**config.mk**
```make
export PLATFORM = sky130hd
export DESIGN_NAME = pcd_pause_decoder
export DESIGN_NICKNAME = d
export VERILOG_FILES = /design/src/rtl/ISO14443A_pkg.sv /design/src/rtl/pause_n_synchroniser.sv /design/src/rtl/pcd_pause_decoder.sv
export SDC_FILE = /design/constraint.sdc
export NUM_CORES = 1
export LEC_CHECK = 0
export ABC_AREA = 1
export BUFFER_PORTS_ARGS = -buffer_cell sky130_fd_sc_hd__buf_2
export CAP_MARGIN = 20
export CORE_MARGIN = 4
export CORE_UTILIZATION = 45
export CTS_CLUSTER_DIAMETER = 60
export CTS_CLUSTER_SIZE = 20
export DETAILED_ROUTE_END_ITERATION = 8
export GPL_TIMING_DRIVEN = 0
export PLACE_DENSITY = 0.74
export SYNTH_ARGS = -nofsm -noshare
export SYNTH_HDL_FRONTEND = slang
export SYNTH_SLANG_ARGS = --single-unit
```
**constraint.sdc**
```tcl
create_clock -name clk -period 2.3 [get_ports clk]
set_clock_uncertainty 0.2 [all_clocks]
set_input_delay 0 -clock clk [delete_from_list [all_inputs] [get_ports clk]]
set_output_delay 0 -clock clk [all_outputs]
set_load 0.05 [all_outputs]
```
**src/rtl/ISO14443A_pkg.sv**
```systemverilog
// Shared ISO/IEC 14443-A types for the PICC receive path: the Modified
// Miller sequence alphabet, pause-decoder state encoding, interval classes
// and the helper that classifies a measured pause-to-pause interval.
package ISO14443A_pkg;

  // Modified Miller sequences seen by the PICC. ERROR marks an undecodable
  // interval and doubles as the idle/reset value of the decoder output.
  typedef enum logic [1:0] {
    PCDBitSequence_ERROR = 2'd0,
    PCDBitSequence_X     = 2'd1,
    PCDBitSequence_Y     = 2'd2,
    PCDBitSequence_Z     = 2'd3
  } PCDBitSequence;

  // Pause decoder FSM states.
  //   IDLE     : no frame in progress, waiting for the first pause (SOC).
  //   LAST_X   : the most recent pause was an X.
  //   LAST_Z   : the most recent pause was a Z.
  //   EMIT2    : second half of a two-sequence burst (Y then pending).
  //   ERR_WAIT : swallowing pauses until the line has been quiet long enough.
  typedef enum logic [2:0] {
    PCDPauseDecoderState_IDLE     = 3'd0,
    PCDPauseDecoderState_LAST_X   = 3'd1,
    PCDPauseDecoderState_LAST_Z   = 3'd2,
    PCDPauseDecoderState_EMIT2    = 3'd3,
    PCDPauseDecoderState_ERR_WAIT = 3'd4
  } PCDPauseDecoderState;

  // Class of the clock-tick interval between two successive pause ends.
  typedef enum logic [1:0] {
    PCDIntervalClass_C1  = 2'd0,
    PCDIntervalClass_C15 = 2'd1,
    PCDIntervalClass_C2  = 2'd2,
    PCDIntervalClass_BAD = 2'd3
  } PCDIntervalClass;

  // Width of the interval counter; must hold the timeout value.
  localparam int PCD_CNT_W = 9;

  // Map an interval count onto its class. Anything at or beyond the timeout
  // cannot be a legal in-frame interval, so it is reported as BAD as well.
  function automatic PCDIntervalClass classify_interval(
    input logic [PCD_CNT_W-1:0] cnt,
    input logic [PCD_CNT_W-1:0] t_min,
    input logic [PCD_CNT_W-1:0] t_1p5,
    input logic [PCD_CNT_W-1:0] t_2,
    input logic [PCD_CNT_W-1:0] t_timeout
  );
    PCDIntervalClass cls;
    if (cnt < t_min) begin
      cls = PCDIntervalClass_BAD;
    end else if (cnt < t_1p5) begin
      cls = PCDIntervalClass_C1;
    end else if (cnt < t_2) begin
      cls = PCDIntervalClass_C15;
    end else if (cnt < t_timeout) begin
      cls = PCDIntervalClass_C2;
    end else begin
      cls = PCDIntervalClass_BAD;
    end
    return cls;
  endfunction

endpackage

```
**src/rtl/pause_n_synchroniser.sv**
```systemverilog
// Brings the analogue pause detector output into the PICC clock domain and
// produces a registered one-cycle pulse at the end of each pause (rising
// edge of the synchronised pause_n). All sync flops reset to 1 so that a
// line sitting in its no-pause state never produces a spurious event.
module pause_n_synchroniser (
  input  logic clk,
  input  logic rst_n,
  input  logic pause_n,
  output logic pe
);

  logic sync1_q, sync1_d;
  logic sync2_q, sync2_d;
  logic sync2_prev_q, sync2_prev_d;
  logic pe_q, pe_d;

  // Next-state: shift the raw input through two stages, remember the last
  // synchronised value and flag a low-to-high transition.
  always_comb begin
    sync1_d      = pause_n;
    sync2_d      = sync1_q;
    sync2_prev_d = sync2_q;
    pe_d         = sync2_q & ~sync2_prev_q;
  end

  // Synchroniser and edge-detect registers.
  always_ff @(posedge clk) begin
    if (!rst_n) begin
      sync1_q      <= 1'b1;
      sync2_q      <= 1'b1;
      sync2_prev_q <= 1'b1;
      pe_q         <= 1'b0;
    end else begin
      sync1_q      <= sync1_d;
      sync2_q      <= sync2_d;
      sync2_prev_q <= sync2_prev_d;
      pe_q         <= pe_d;
    end
  end

  assign pe = pe_q;

endmodule

```
**src/rtl/pcd_pause_decoder.sv**
```systemverilog
// PICC-side Modified Miller receiver. The PICC clock halts while the PCD
// pauses the field, so the only usable timing is the number of clock ticks
// between successive pause ends. That interval is classified (1, 1.5 or 2
// bit times) and translated into the X/Y/Z sequence stream that the frame
// decoder consumes, together with start/end-of-communication markers.
//
// Output handshake: seq_valid is a one-cycle strobe with no back-pressure;
// seq, soc, eoc and error are meaningful only in a cycle where seq_valid is
// high, and the consumer must take every strobe. Strobes never occur on two
// consecutive cycles except for the Y-plus-pending pair produced via EMIT2.
module pcd_pause_decoder
  import ISO14443A_pkg::*;
#(
  parameter int BIT_TIME  = 128,
  parameter int T_MIN     = 64,
  parameter int T_1P5     = 136,
  parameter int T_2       = 200,
  parameter int T_TIMEOUT = 288
) (
  input  logic          clk,
  input  logic          rst_n,
  input  logic          pause_n,
  output logic          seq_valid,
  output PCDBitSequence seq,
  output logic          soc,
  output logic          eoc,
  output logic          error,
  output logic          idle
);

  // The thresholds are only meaningful if they bracket the nominal bit time
  // in increasing order and the timeout fits in the interval counter.
  if (!(T_MIN < BIT_TIME && BIT_TIME < T_1P5 && T_1P5 < T_2 &&
        T_2 < T_TIMEOUT && T_TIMEOUT < (1 << PCD_CNT_W))) begin : g_bad_thresholds
    $error("pcd_pause_decoder: need T_MIN < BIT_TIME < T_1P5 < T_2 < T_TIMEOUT < 2**PCD_CNT_W");
  end

  localparam logic [PCD_CNT_W-1:0] T_MIN_C     = PCD_CNT_W'(T_MIN);
  localparam logic [PCD_CNT_W-1:0] T_1P5_C     = PCD_CNT_W'(T_1P5);
  localparam logic [PCD_CNT_W-1:0] T_2_C       = PCD_CNT_W'(T_2);
  localparam logic [PCD_CNT_W-1:0] T_TIMEOUT_C = PCD_CNT_W'(T_TIMEOUT);

  logic pe;

  pause_n_synchroniser u_sync (
    .clk     (clk),
    .rst_n   (rst_n),
    .pause_n (pause_n),
    .pe      (pe)
  );

  PCDPauseDecoderState state_q, state_d;
  PCDPauseDecoderState pend_state_q, pend_state_d;
  PCDBitSequence       pend_seq_q, pend_seq_d;
  logic                pend_eoc_q, pend_eoc_d;
  logic [PCD_CNT_W-1:0] cnt_q, cnt_d;

  logic          seq_valid_q, seq_valid_d;
  PCDBitSequence seq_q, seq_d;
  logic          soc_q, soc_d;
  logic          eoc_q, eoc_d;
  logic          error_q, error_d;
  logic          idle_q, idle_d;

  PCDIntervalClass cls;
  logic            timeout;
  logic            do_error;

  assign cls     = classify_interval(cnt_q, T_MIN_C, T_1P5_C, T_2_C, T_TIMEOUT_C);
  assign timeout = (cnt_q == T_TIMEOUT_C);

  // Interval counter: restarts at every pause end, otherwise counts up and
  // parks at the timeout value so a long quiet line stays recognisable.
  always_comb begin
    cnt_d = cnt_q;
    if (pe) begin
      cnt_d = '0;
    end else if (!timeout) begin
      cnt_d = cnt_q + 1'b1;
    end
  end

  // Next-state and registered-output logic. A pause end always takes
  // priority over a timeout seen in the same cycle.
  always_comb begin
    state_d      = state_q;
    pend_state_d = pend_state_q;
    pend_seq_d   = pend_seq_q;
    pend_eoc_d   = pend_eoc_q;
    seq_valid_d  = 1'b0;
    seq_d        = seq_q;
    soc_d        = 1'b0;
    eoc_d        = 1'b0;
    error_d      = 1'b0;
    do_error     = 1'b0;

    case (state_q)
      PCDPauseDecoderState_IDLE: begin
        // First pause of a frame is always the SOC Z.
        if (pe) begin
          seq_valid_d = 1'b1;
          seq_d       = PCDBitSequence_Z;
          soc_d       = 1'b1;
          state_d     = PCDPauseDecoderState_LAST_Z;
        end
      end

      PCDPauseDecoderState_LAST_Z: begin
        if (pe) begin
          case (cls)
            PCDIntervalClass_C1: begin
              seq_valid_d = 1'b1;
              seq_d       = PCDBitSequence_Z;
            end
            PCDIntervalClass_C15: begin
              seq_valid_d = 1'b1;
              seq_d       = PCDBitSequence_X;
              state_d     = PCDPauseDecoderState_LAST_X;
            end
            default: do_error = 1'b1;
          endcase
        end else if (timeout) begin
          // No pause for a whole bit after a Z: the frame ended with Y.
          seq_valid_d = 1'b1;
          seq_d       = PCDBitSequence_Y;
          eoc_d       = 1'b1;
          state_d     = PCDPauseDecoderState_IDLE;
        end
      end

      PCDPauseDecoderState_LAST_X: begin
        if (pe) begin
          case (cls)
            PCDIntervalClass_C1: begin
              seq_valid_d = 1'b1;
              seq_d       = PCDBitSequence_X;
            end
            PCDIntervalClass_C15: begin
              // X, (Y), Z: report the silent Y now, the Z next cycle.
              seq_valid_d  = 1'b1;
              seq_d        = PCDBitSequence_Y;
              pend_seq_d   = PCDBitSequence_Z;
              pend_eoc_d   = 1'b0;
              pend_state_d = PCDPauseDecoderState_LAST_Z;
              state_d      = PCDPauseDecoderState_EMIT2;
            end
            PCDIntervalClass_C2: begin
              // X, (Y), X: report the silent Y now, the X next cycle.
              seq_valid_d  = 1'b1;
              seq_d        = PCDBitSequence_Y;
              pend_seq_d   = PCDBitSequence_X;
              pend_eoc_d   = 1'b0;
              pend_state_d = PCDPauseDecoderState_LAST_X;
              state_d      = PCDPauseDecoderState_EMIT2;
            end
            default: do_error = 1'b1;
          endcase
        end else if (timeout) begin
          // Frame ended after an X: logic 0 (Y) followed by the EOC Y.
          seq_valid_d  = 1'b1;
          seq_d        = PCDBitSequence_Y;
          pend_seq_d   = PCDBitSequence_Y;
          pend_eoc_d   = 1'b1;
          pend_state_d = PCDPauseDecoderState_IDLE;
          state_d      = PCDPauseDecoderState_EMIT2;
        end
      end

      PCDPauseDecoderState_EMIT2: begin
        // The counter was just cleared, so a pause end here is too short.
        if (pe) begin
          do_error = 1'b1;
        end else begin
          seq_valid_d = 1'b1;
          seq_d       = pend_seq_q;
          eoc_d       = pend_eoc_q;
          state_d     = pend_state_q;
        end
      end

      PCDPauseDecoderState_ERR_WAIT: begin
        // Pause ends just restart the quiet-time measurement.
        if (!pe && timeout) begin
          state_d = PCDPauseDecoderState_IDLE;
        end
      end

      default: state_d = PCDPauseDecoderState_IDLE;
    endcase

    if (do_error) begin
      seq_valid_d = 1'b1;
      seq_d       = PCDBitSequence_ERROR;
      soc_d       = 1'b0;
      eoc_d       = 1'b0;
      error_d     = 1'b1;
      state_d     = PCDPauseDecoderState_ERR_WAIT;
    end

    idle_d = (state_d == PCDPauseDecoderState_IDLE);
  end

  // State, counter and output registers.
  always_ff @(posedge clk) begin
    if (!rst_n) begin
      state_q      <= PCDPauseDecoderState_IDLE;
      pend_state_q <= PCDPauseDecoderState_IDLE;
      pend_seq_q   <= PCDBitSequence_ERROR;
      pend_eoc_q   <= 1'b0;
      cnt_q        <= '0;
      seq_valid_q  <= 1'b0;
      seq_q        <= PCDBitSequence_ERROR;
      soc_q        <= 1'b0;
      eoc_q        <= 1'b0;
      error_q      <= 1'b0;
      idle_q       <= 1'b1;
    end else begin
      state_q      <= state_d;
      pend_state_q <= pend_state_d;
      pend_seq_q   <= pend_seq_d;
      pend_eoc_q   <= pend_eoc_d;
      cnt_q        <= cnt_d;
      seq_valid_q  <= seq_valid_d;
      seq_q        <= seq_d;
      soc_q        <= soc_d;
      eoc_q        <= eoc_d;
      error_q      <= error_d;
      idle_q       <= idle_d;
    end
  end

  assign seq_valid = seq_valid_q;
  assign seq       = seq_q;
  assign soc       = soc_q;
  assign eoc       = eoc_q;
  assign error     = error_q;
  assign idle      = idle_q;

endmodule

```
======== After elaboration in Yosys (flattened, before gate mapping) ========
Index checks and enable logic that the tools add are counted.
word-level totals
  flip-flop bits (word level) ............. 29
  bits of input ports ..................... 3
cells by class
  $add $sub $neg .......................... 1
  order comparisons ....................... 4
  equal/unequal tests ..................... 13
  mux-type cells .......................... 50
  bitwise gates (word level) .............. 4
  reduce and logical (&&, ||, !) cells .... 16
operators by type and width
  operator                                                                       number
  3-bit two-way mux                                                              12
  2-bit two-way mux                                                              10
  1-bit two-way mux                                                              19
  9-bit by 8-bit less-than comparator with 1-bit output (second input constant)  2
  3-bit one-hot mux with 5 select lines                                          1
  2-bit one-hot mux with 2 select lines                                          3
  9-bit by 1-bit adder with 9-bit output (second input constant)                 1
  9-bit equality test (second input constant)                                    1
  9-bit by 7-bit less-than comparator with 1-bit output (second input constant)  1
  9-bit less-than comparator (second input constant)                             1
  4-bit != test (second input constant)                                          2
  2-bit one-hot mux with 4 select lines                                          1
  2-bit OR reduction                                                             4
  3-bit by 2-bit equality test with 1-bit output (second input constant)         2
  3-bit zero test                                                                2
  3-bit one-hot mux with 2 select lines                                          1
  3-bit AND reduction                                                            2
  3-bit OR reduction                                                             2
  5-bit AND reduction                                                            1
  2-bit != test (second input constant)                                          2
  1-bit one-hot mux with 4 select lines                                          1
  4-bit nonzero test                                                             1
  3-bit by 1-bit equality test with 1-bit output (second input constant)         1
  3-bit equality test (second input constant)                                    1
  other kinds (12)                                                               14

======== Depth between registers and ports, before layout ========
Gate-level depths: netlist (run 1).
  depth in word-level cells ............... 12
  gate-level depth with buffers ........... 17

======== By module ========
A second synthesis (run 1) with hierarchy kept.
second synthesis, totals
  cells, all modules ...................... 223
  area total of the unflattened synthesis .. 1562.7 µm²
modules (own cells, without submodules)
  module                times used  cells an instance  area each (µm²)
  pcd_pause_decoder     1           212                1451.4
  pause_n_synchroniser  1           11                 111.4

======== Worst setup path before layout (run 1) ========
No wires, ideal clock.
  kind .................................... reg-to-reg
  start ................................... reg cnt_q[6]
  end ..................................... reg state_q[1]
  library setup time ...................... 0.110 ns
  arrival ................................. 1.776 ns
  required time ........................... 1.990 ns
  path slack .............................. 0.213 ns
  cell stages (with the launch flop) ...... 16
  clock period less this slack ............ 2.087 ns
  cell sequence ........................... dfxtp_1 > inv_1 > nand2_1 > o21ai_0 > a21oi_1 > nor2_1 > inv_1 > ha_1 > nor2_1 > inv_1 > nand2_2 > inv_2 > nand2_2 > nand3_1 > nand2_1 > inv_1
on the way
  cells in the longest elaborated chain, start to end .. 11
RTL lines
  element                                                                                                RTL line                  source
  from (decl)                                                                                            pcd_pause_decoder.sv:56   logic [PCD_CNT_W-1:0] cnt_q, cnt_d;
  from (signal assigned)                                                                                 pcd_pause_decoder.sv:222  cnt_q <= cnt_d;
  9-bit less-than comparator                                                                             ISO14443A_pkg.sv:56       end else if (cnt < t_timeout) begin
  1-bit two-way mux                                                                                      ISO14443A_pkg.sv:56
  2-bit two-way mux                                                                                      ISO14443A_pkg.sv:54       end else if (cnt < t_2) begin
  2-bit two-way mux                                                                                      ISO14443A_pkg.sv:52       end else if (cnt < t_1p5) begin
  2-bit two-way mux                                                                                      ISO14443A_pkg.sv:50       if (cnt < t_min) begin
  2-bit equality test, or another cell as far along                                                      pcd_pause_decoder.sv:133  case (cls)
  2-bit OR reduction (no line) / 3-bit OR reduction (equally long branches)                              --
  3-bit two-way mux, or another cell as far along                                                        pcd_pause_decoder.sv:133
  3-bit two-way mux, or another cell as far along                                                        pcd_pause_decoder.sv:132  if (pe) begin
  3-bit one-hot mux with 5 select lines / 1-bit one-hot mux with 3 select lines (equally long branches)  pcd_pause_decoder.sv:97   case (state_q)
  3-bit two-way mux (*)                                                                                  pcd_pause_decoder.sv:191  if (do_error) begin
  to (signal assigned)                                                                                   pcd_pause_decoder.sv:206  state_q <= PCDPauseDecoderState_IDLE;
  to (signal assigned)                                                                                   pcd_pause_decoder.sv:218  state_q <= state_d;
  to (decl)                                                                                              pcd_pause_decoder.sv:52   PCDPauseDecoderState state_q, state_d;
Mark *: on every way between the ends. The rest lies on a longest branch, timed or not.
A chain may end at the register's enable or synchronous reset.

======== Worst setup path in the final report (run 1) ========
  start ................................... reg cnt_q[4]
  end ..................................... reg idle_q (netlist: idle)
on the way
  cells in the longest elaborated chain, start to end .. 12
RTL lines
  element                                                                                                RTL line                  source
  9-bit less-than comparator                                                                             ISO14443A_pkg.sv:56
  1-bit two-way mux                                                                                      ISO14443A_pkg.sv:56
  2-bit two-way mux                                                                                      ISO14443A_pkg.sv:54
  2-bit two-way mux                                                                                      ISO14443A_pkg.sv:52
  2-bit two-way mux                                                                                      ISO14443A_pkg.sv:50
  2-bit equality test, or another cell as far along                                                      pcd_pause_decoder.sv:133
  2-bit OR reduction (no line) / 3-bit OR reduction (equally long branches)                              --
  3-bit two-way mux, or another cell as far along                                                        pcd_pause_decoder.sv:133
  3-bit two-way mux, or another cell as far along                                                        pcd_pause_decoder.sv:132
  3-bit one-hot mux with 5 select lines / 1-bit one-hot mux with 3 select lines (equally long branches)  pcd_pause_decoder.sv:97
  3-bit two-way mux (*)                                                                                  pcd_pause_decoder.sv:191
  3-bit zero test (*)                                                                                    pcd_pause_decoder.sv:200  idle_d = (state_d == PCDPauseDecoderState_IDLE);
  to (signal assigned)                                                                                   pcd_pause_decoder.sv:228  idle_q <= idle_d;
  to (decl)                                                                                              pcd_pause_decoder.sv:63   logic idle_q, idle_d;
Marks and branches as above.

==> metrics.md, run 1 <==
| Metric | Value |
|---|---|
| Diode count | 0 |
| Initial antenna violation count | 0 |
| Slew @ Worst Pin | around 0.45 ns |
| Layout cells sized above 1 | a little over a quarter |
| P_leak | slightly above 0.8 nW |
| Syn Nets | roughly 240 |
| Largest net degree at the start of global routing | 17 |
| HPWL Detailed | 2294 µm |
| Vias in the first global route | around 1.2k |
| Final Critical Period | 2.208 ns |
| CP startpoint kind | flop |
| Status | completed |
| Initial Utilization | a little under half |
| Placement Cell Area | about 1700 µm² |
| Fraction of registers with async set/reset | 0% |
| Period utilisation layout | 95.99% |
| Final RePlAce weighted congestion | between 0.8 and 0.9 |
| Number of synthesized flops with an enable pin | 0 |
| Sequential cell area | between 500 and 600 µm² |
| Pre-antenna DRT Iters | 4 |
| CP max FO | 5 |
| Filler instances | between 300 and 400 |
| Root Driver | clkbuf_4 |
| Via density | 5.020 |
| Number of synthesized register bits | 28 |
| P&R area growth vs syn | 19.32% |
| Final setup viols | 0 |
| CTS tree | built |
| Remaining DRCs | 0 |
| F_max | 0.4529 GHz |
| Class of the worst hold path | input pin to flop |
| Top-count cell post-synth | nand2_1 |
| DR vias | around 1.5k |
| WHS | 0.1807 ns |
| Top cell type's share of synthesized area | 36.07% |
| Core footprint | about 3300 µm² |
| Area of the mapped netlist | ~1600 µm² |
| Cells after Synth | about 230 |
| Syn Area/Cell | ~6.8 µm² |
| Critical Path RT | roughly 2.4 ns |
| DRT Wirelength | roughly 3300 µm |
| Max-slew violation count | 0 |
| CP Capture Type | flop |
| Die height | about 67 µm |
| Antenna-violating nets left | 0 |
| Sink Count | 28 |
| Leading area contributor after synthesis | dfxtp_1 |
| Ys flop type | dfxtp_1 |
| Initial drt markers | 80 |
| Bufs on Longest Clock Path | 2 |
| Gr ovfl total | 0 |
| Multi-input logic area | between 900 and 1000 µm² |
| Clk slew on worst S/H paths | around 0.15 ns |
| VDD IR max | ~0.26 mV |
| Global-route wire length before repair | about 5300 µm |
| WL per Instance | 11.35 µm |
| Clock Latency Late Sink | 0.33 ns |
| Endpoints failing hold | 0 |
| Worst Setup Path Type | flop to flop |
| Top post-synthesis cells by count | nand2_1, nor2_1, inv_1 |
| Post-route cell area | roughly 1900 µm² |
| Net count, final | roughly 260 |
| WP data arrival | 2.30 ns |
| Yosys warnings | 0 |
| Die area | ~4500 µm² |
| Synth top area cells | dfxtp_1, nand2_1, nor2_1 |
| Htree depth | 1 |
| Rel. slew slack | a little over two thirds |
| Max-Cap Viols | 0 |
| Port buffer count | 9 |
| Total I/O pin count | 10 |
| Core Util, Final | about 56% |
| GRT Resource Usage Total | around 16% |
| Num CTS Buffers | 3 |
| Row count | 21 |
| Yosys cell types | 30 |
| P per Cell Area | roughly 480 nW/µm² |
| Chip width | between 60 and 70 µm |
| Register area share after synthesis | between 30% and 40% |
==> logic make-up (layout without fill, tap and decap cells) <==
kind of cell | after synthesis | in the layout | share of synthesized area, %
AO/OA/AOI/OAI | 36 | 36 | 12.64
adder cells (fa/ha/maj) | 6 | 6 | 4.831
XOR/XNOR | 2 | 2 | 1.127
flip-flops | 28 | 28 | 36.07
AND/OR/NAND/NOR | 119 | 119 | 35.91
buffers and inverters | 36 | 56 | 9.420
==> cell usage in the layout, fill, tap and decap left out, types with 2 or more instances in the layout <==
cell / instances
nor3_1: 5
o21ai_0: 7
dfxtp_4: 2
o21ai_1: 2
nor2_2: 6
dfxtp_2: 2
nand3_1: 17
buf_2: 9
dlygate4sd3_1: 2
a21oi_1: 17
nor2_1: 26
buf_4: 5
inv_1: 24
or2_2: 2
nand3_2: 4
xor2_1: 2
a21oi_4: 2
nand2_4: 2
inv_2: 8
nand2_2: 7
o21ai_2: 3
nand2_1: 44
clkbuf_4: 4
ha_1: 4
dfxtp_1: 24
nor2_4: 2
==> worst paths after layout <==
path / from / end / slack [ns] / depth (start not counted)
max: cnt_q[4] / idle / 0.09 / 17
min: pause_n / u_sync.sync1_q / 0.18 / 3
max reg2reg: cnt_q[4] / idle / 0.09 / 17
min reg2reg: u_sync.sync2_prev_q / u_sync.pe / 0.21 / 1
==> flip-flops by register name, summed over array words and instances (netlist names), 2 cells and up <==
signal / cells
cnt_q: 9
state_q: 3
pend_seq_q: 2
pend_state_q: 2
seq: 2
==> metal layers <==
layer | vias up | global-route usage, % | share of wire [%]
met5 | - | 0 | 0
met4 | 0 | 7.614 | 2.9
met3 | 8 | 2.530 | 5.4
met2 | 37 | 23.89 | 45
met1 | 662 | 21.34 | 47
li1 | 764 | - | -
==> per-stage QoR <==
step / std cells / TNS [ns] / total power, mW / setup WS (ns)
final: 293 / 0 / 0.8835 / 0.09214
after floorplan: 227 / 0 / 0.5540 / 0.2132
after global placement: 282 / -0.06695 / 0.5675 / -0.02268
after CTS: 289 / 0 / 0.8944 / 0.003413
after detailed placement: 282 / -0.03849 / 0.5683 / -0.01731
after global routing: 293 / -0.2875 / 0.9180 / -0.07191
==> worst max-delay path, cell delays in order, from the launching register on <==
cell	delay, ns
dfxtp_2	0.37
inv_1	0.07
nand2_2	0.09
o21ai_2	0.16
nand2_2	0.09
a21oi_2	0.19
nor2_4	0.07
inv_2	0.08
ha_4	0.21
nor2_2	0.10
inv_1	0.07
nand2_2	0.10
inv_4	0.05
nand2_2	0.10
nand3_2	0.07
nand2_2	0.07
nand2_1	0.05
inv_1	0.04
==> cell type report <==
type                       count  area share [%]
sequential                    28           30.77
clock buffer                   3           1.215
tap                           46           3.104
inverter                      33           6.815
clock inverter                 1           1.619
timing repair buffer          16           5.533
buffer                         3           1.215
multi-input combinational    163           49.73
==> where the power goes <==
| group | leakage, nW | total, mW | internal [mW] | switching [mW] |
|---|---|---|---|---|
| Clock | 0.0279 | 0.324 | 0.176 | 0.147 |
| Combinational | 0.564 | 0.0608 | 0.0210 | 0.0398 |
| Sequential | 0.230 | 0.499 | 0.492 | 0.00666 |
| Total | 0.821 | 0.884 | 0.690 | 0.194 |
==> repair_timing <==
item	4_1_cts	5_1_grt
hold buffers	2	0
resized for setup	6	28
setup buffers	1	4
setup endpoints to repair	5	13
hold endpoints to repair	10	0
pin swaps	2	5
(Power assumes the default switching activity.)
==> inputs of run 2 (changes only) <==
--- a/config.mk
+++ b/config.mk
@@ -14,7 +14,7 @@
 export CTS_CLUSTER_SIZE = 20
 export DETAILED_ROUTE_END_ITERATION = 8
 export GPL_TIMING_DRIVEN = 0
-export PLACE_DENSITY = 0.74
+export PLACE_DENSITY = 0.76
 export SYNTH_ARGS = -nofsm -noshare
 export SYNTH_HDL_FRONTEND = slang
 export SYNTH_SLANG_ARGS = --single-unit
==> constraint.sdc (replaced) <==
create_clock -name clk -period 1.9 [get_ports clk]
set_clock_uncertainty 0.2 [all_clocks]
set_input_delay 0 -clock clk [delete_from_list [all_inputs] [get_ports clk]]
set_output_delay 0 -clock clk [all_outputs]
set_load 0.05 [all_outputs]
==> run 2 against run 1 <==
The flow now finishes with violations (setup timing). First-iteration DRC count increased by 68%. Register-to-register slack got worse by 0.31 ns. Clock power increased by 24%. Clock-buffer cell count unchanged. Wire length increased by 19%. Final area increased by 8.3%. Combinational power increased by 28%. Flip-flop and latch count unchanged. Setup slack got worse by 0.31 ns. Critical path type unchanged. Critical endpoint unchanged. Largest power group unchanged.
==> metrics.md, run 2 (same netlist as run 1, synthesis figures left out) <==
| Metric | Value |
|---|---|
| Pre-antenna DRT Iters | 4 (unchanged) |
| Multi-input logic area | 992.2 µm² (+7.6%) |
| Gr ovfl total | 0 (unchanged) |
| Via density | 5.092 (+1.4%) |
| Die area | 4458 µm² (unchanged) |
| Root Driver | clkbuf_4 |
| F_max | 0.4717 GHz (+4.1%) |
| Core Util, Final | 60.18% (+4.6 points) |
| Final setup viols | 13 (+13) |
| Pre-CTS WS | -0.3799 ns (-0.3626 ns) |
| CTS tree | built |
| Worst Setup Path Type | flop to flop |
| FF-to-FF Start | cnt_q[7] |
| Min setup slack post-route | -0.2200 ns (-0.3121 ns) |
| Status | finished, violations left |
| Filler instances | 289 (-8.8%) |
| WL per Instance | 13.06 µm (+15%) |
| Layout cells sized above 1 | 35.41% (+9.1 points) |
| Top Registers | cnt_q x9, state_q x3 |
| Initial drt markers | 134 (+68%) |
| Pwr Total | 1.087 mW (+23%) |
| WP data arrival | 2.19 ns (-0.11 ns) |
| P&R area growth vs syn | 29.23% |
| Sink Count | 28 (unchanged) |
| DRT Wirelength | 3956 µm (+19%) |
| Remaining DRCs | 0 (unchanged) |
| Chip width | 66.77 µm (unchanged) |
| Port buffer count | 9 (unchanged) |
| Global-route wire length before repair | 6534 µm (+22%) |
| Hold path start | pause_n |
| Net count, final | 267 (+3.9%) |
| Class of the worst hold path | input pin to flop |
| Worst Setup SP | cnt_q[7] |
| TNS Setup | -1.585 ns (-1.585 ns) |
| Placed Instances | 282 (unchanged) |
| Num CTS Buffers | 3 (unchanged) |
| CP max FO | 6 (+1) |
| Clock Latency Late Sink | 0.34 ns (about the same) |
| Row count | 21 (unchanged) |
| Sequential cell area | 570.5 µm² (unchanged) |
| Htree depth | 1 (unchanged) |
| Largest net degree at the start of global routing | 17 (unchanged) |
| VDD IR max | 0.2702 mV (+3.3%) |
| P per Cell Area | 541.3 nW/µm² (+14%) |
| Diode count | 0 (unchanged) |
| Rel. slew slack | 65.62% (-4.4 points) |
| Max-slew violation count | 0 (unchanged) |
| Period utilisation layout | 111.6% (+16 points) |
| RSZ-0062 raised after global routing | yes |
| Final RePlAce weighted congestion | 0.8984 (+2.3%) |
| Most common cell after layout, fill and taps aside | nand2_1 |
| Failing checks | setup timing |
| Die height | 66.77 µm (unchanged) |
| Critical-path cell list | nand2_4 -> inv_2 -> o21ai_2 -> nand2_2 -> a21oi_2 -> nor2_4 -> inv_4 -> ha_4 -> nor2_4 -> inv_2 -> nand2_4 -> inv_6 -> nand2_4 -> nand3_2 -> nand2_2 -> nand2_1 -> inv_1 |
| Most frequent cells in the layout | nand2_1, nor2_1, dfxtp_1 |
| GRT Resource Usage Total | 18.82% (+3.1 points) |
| Critical Path RT | 1.97 ns (-0.43 ns) |
| P_leak | 0.9076 nW (+10%) |
| HPWL Detailed | 2440 µm (+6.4%) |
| Initial Utilization | 46.57% (unchanged) |
| Antenna-violating nets left | 0 (unchanged) |
| CP startpoint kind | flop |
| Initial antenna violation count | 0 (unchanged) |
| Critical-path top delay cell | dfxtp_4 |
| Max reg flops | 9 (unchanged) |
| Slew @ Worst Pin | 0.5158 ns (+0.06666 ns) |
| Max-Cap Viols | 0 (unchanged) |
| CP max stage delay | 0.42 ns (+0.05 ns) |
| Total I/O pin count | 10 (unchanged) |
| Core footprint | 3337 µm² (unchanged) |
| Layout Cells excl Fill | 303 (+3.4%) |
| CP Capture Type | flop |
| Vias in the first global route | 1414 (+14%) |
| Final Critical Period | 2.120 ns (-0.08789 ns) |
| Bufs on Longest Clock Path | 2 (unchanged) |
| Reg with most FFs | cnt_q |
| Clk slew on worst S/H paths | 0.16 ns (about the same) |
| Endpoints failing hold | 0 (unchanged) |
| R2R setup slack | -0.22 ns (-0.31 ns) |
| Cell mode on critical path | nand2_4 |
| DR vias | 1543 (+4.9%) |
==> run 2: cell count changes in the layout (fill, tap and decap cells not counted), moves of 2 or more <==
cell / delta
buf_4: +9
a21oi_2: +6
a21oi_1: -5
nand2_1: -4
nand2_4: +4
dfxtp_2: +3
inv_1: -3
nor2_2: -3
dfxtp_1: -2
inv_2: +2
nor2_4: +2
==> run 2: final cells by class <==
type                            count  area share [%]
Multi-Input combinational cell    163           49.41
Buffer                              3           1.121
Tap cell                           46           2.866
Timing Repair Buffer               26           9.034
Clock inverter                      1           1.495
Clock buffer                        3           1.121
Sequential cell                    28           28.41
Inverter                           33           6.542
==> run 2: final timing paths <==
kind / depth (start not counted) / to
hold reg to reg: 1 / u_sync.pe
setup / recovery: 17 / idle
hold / removal: 3 / u_sync.sync1_q
setup reg to reg: 17 / idle
==> run 2: metrics by stage <==
step	hold slack (ns)	cell area, µm²
after floorplan	-0.1313	1570
after global placement	-0.01431	1673
after detailed placement	-0.009460	1673
after CTS	0.1480	1924
after global routing	0.1893	2008
final	0.1697	2008
==> run 2: report_power, final <==
group	internal, mW	leakage, nW	switching, mW
combinational	0.0260	0.649	0.0516
sequential	0.598	0.230	0.00830
clock	0.214	0.0279	0.190
==> run 2: worst max-delay path, delay by kind of cell, from the launching register on <==
kind,cells,cell delay [ns]
adder cells (fa/ha/maj),1,0.28
flip-flops,1,0.42
AO/OA/AOI/OAI,2,0.11
buffers and inverters,5,0.33
AND/OR/NAND/NOR,9,0.69
==> run 2: timing repair <==
item,in CTS,in global routing
resized for setup,32,16
hold buffers,2,0
pin swaps,9,8
setup buffers,12,3
endpoints found under the setup margin,14,14
endpoints found under the hold margin,10,0
gates cloned,0,0
==> run 2: layer usage <==
layer / GRT usage, % / share of wire, %
met1: 26.15 / 47
met2: 30.32 / 47
met3: 2.698 / 4.8
met4: 4.822 / 1.6
met5: 0 / 0
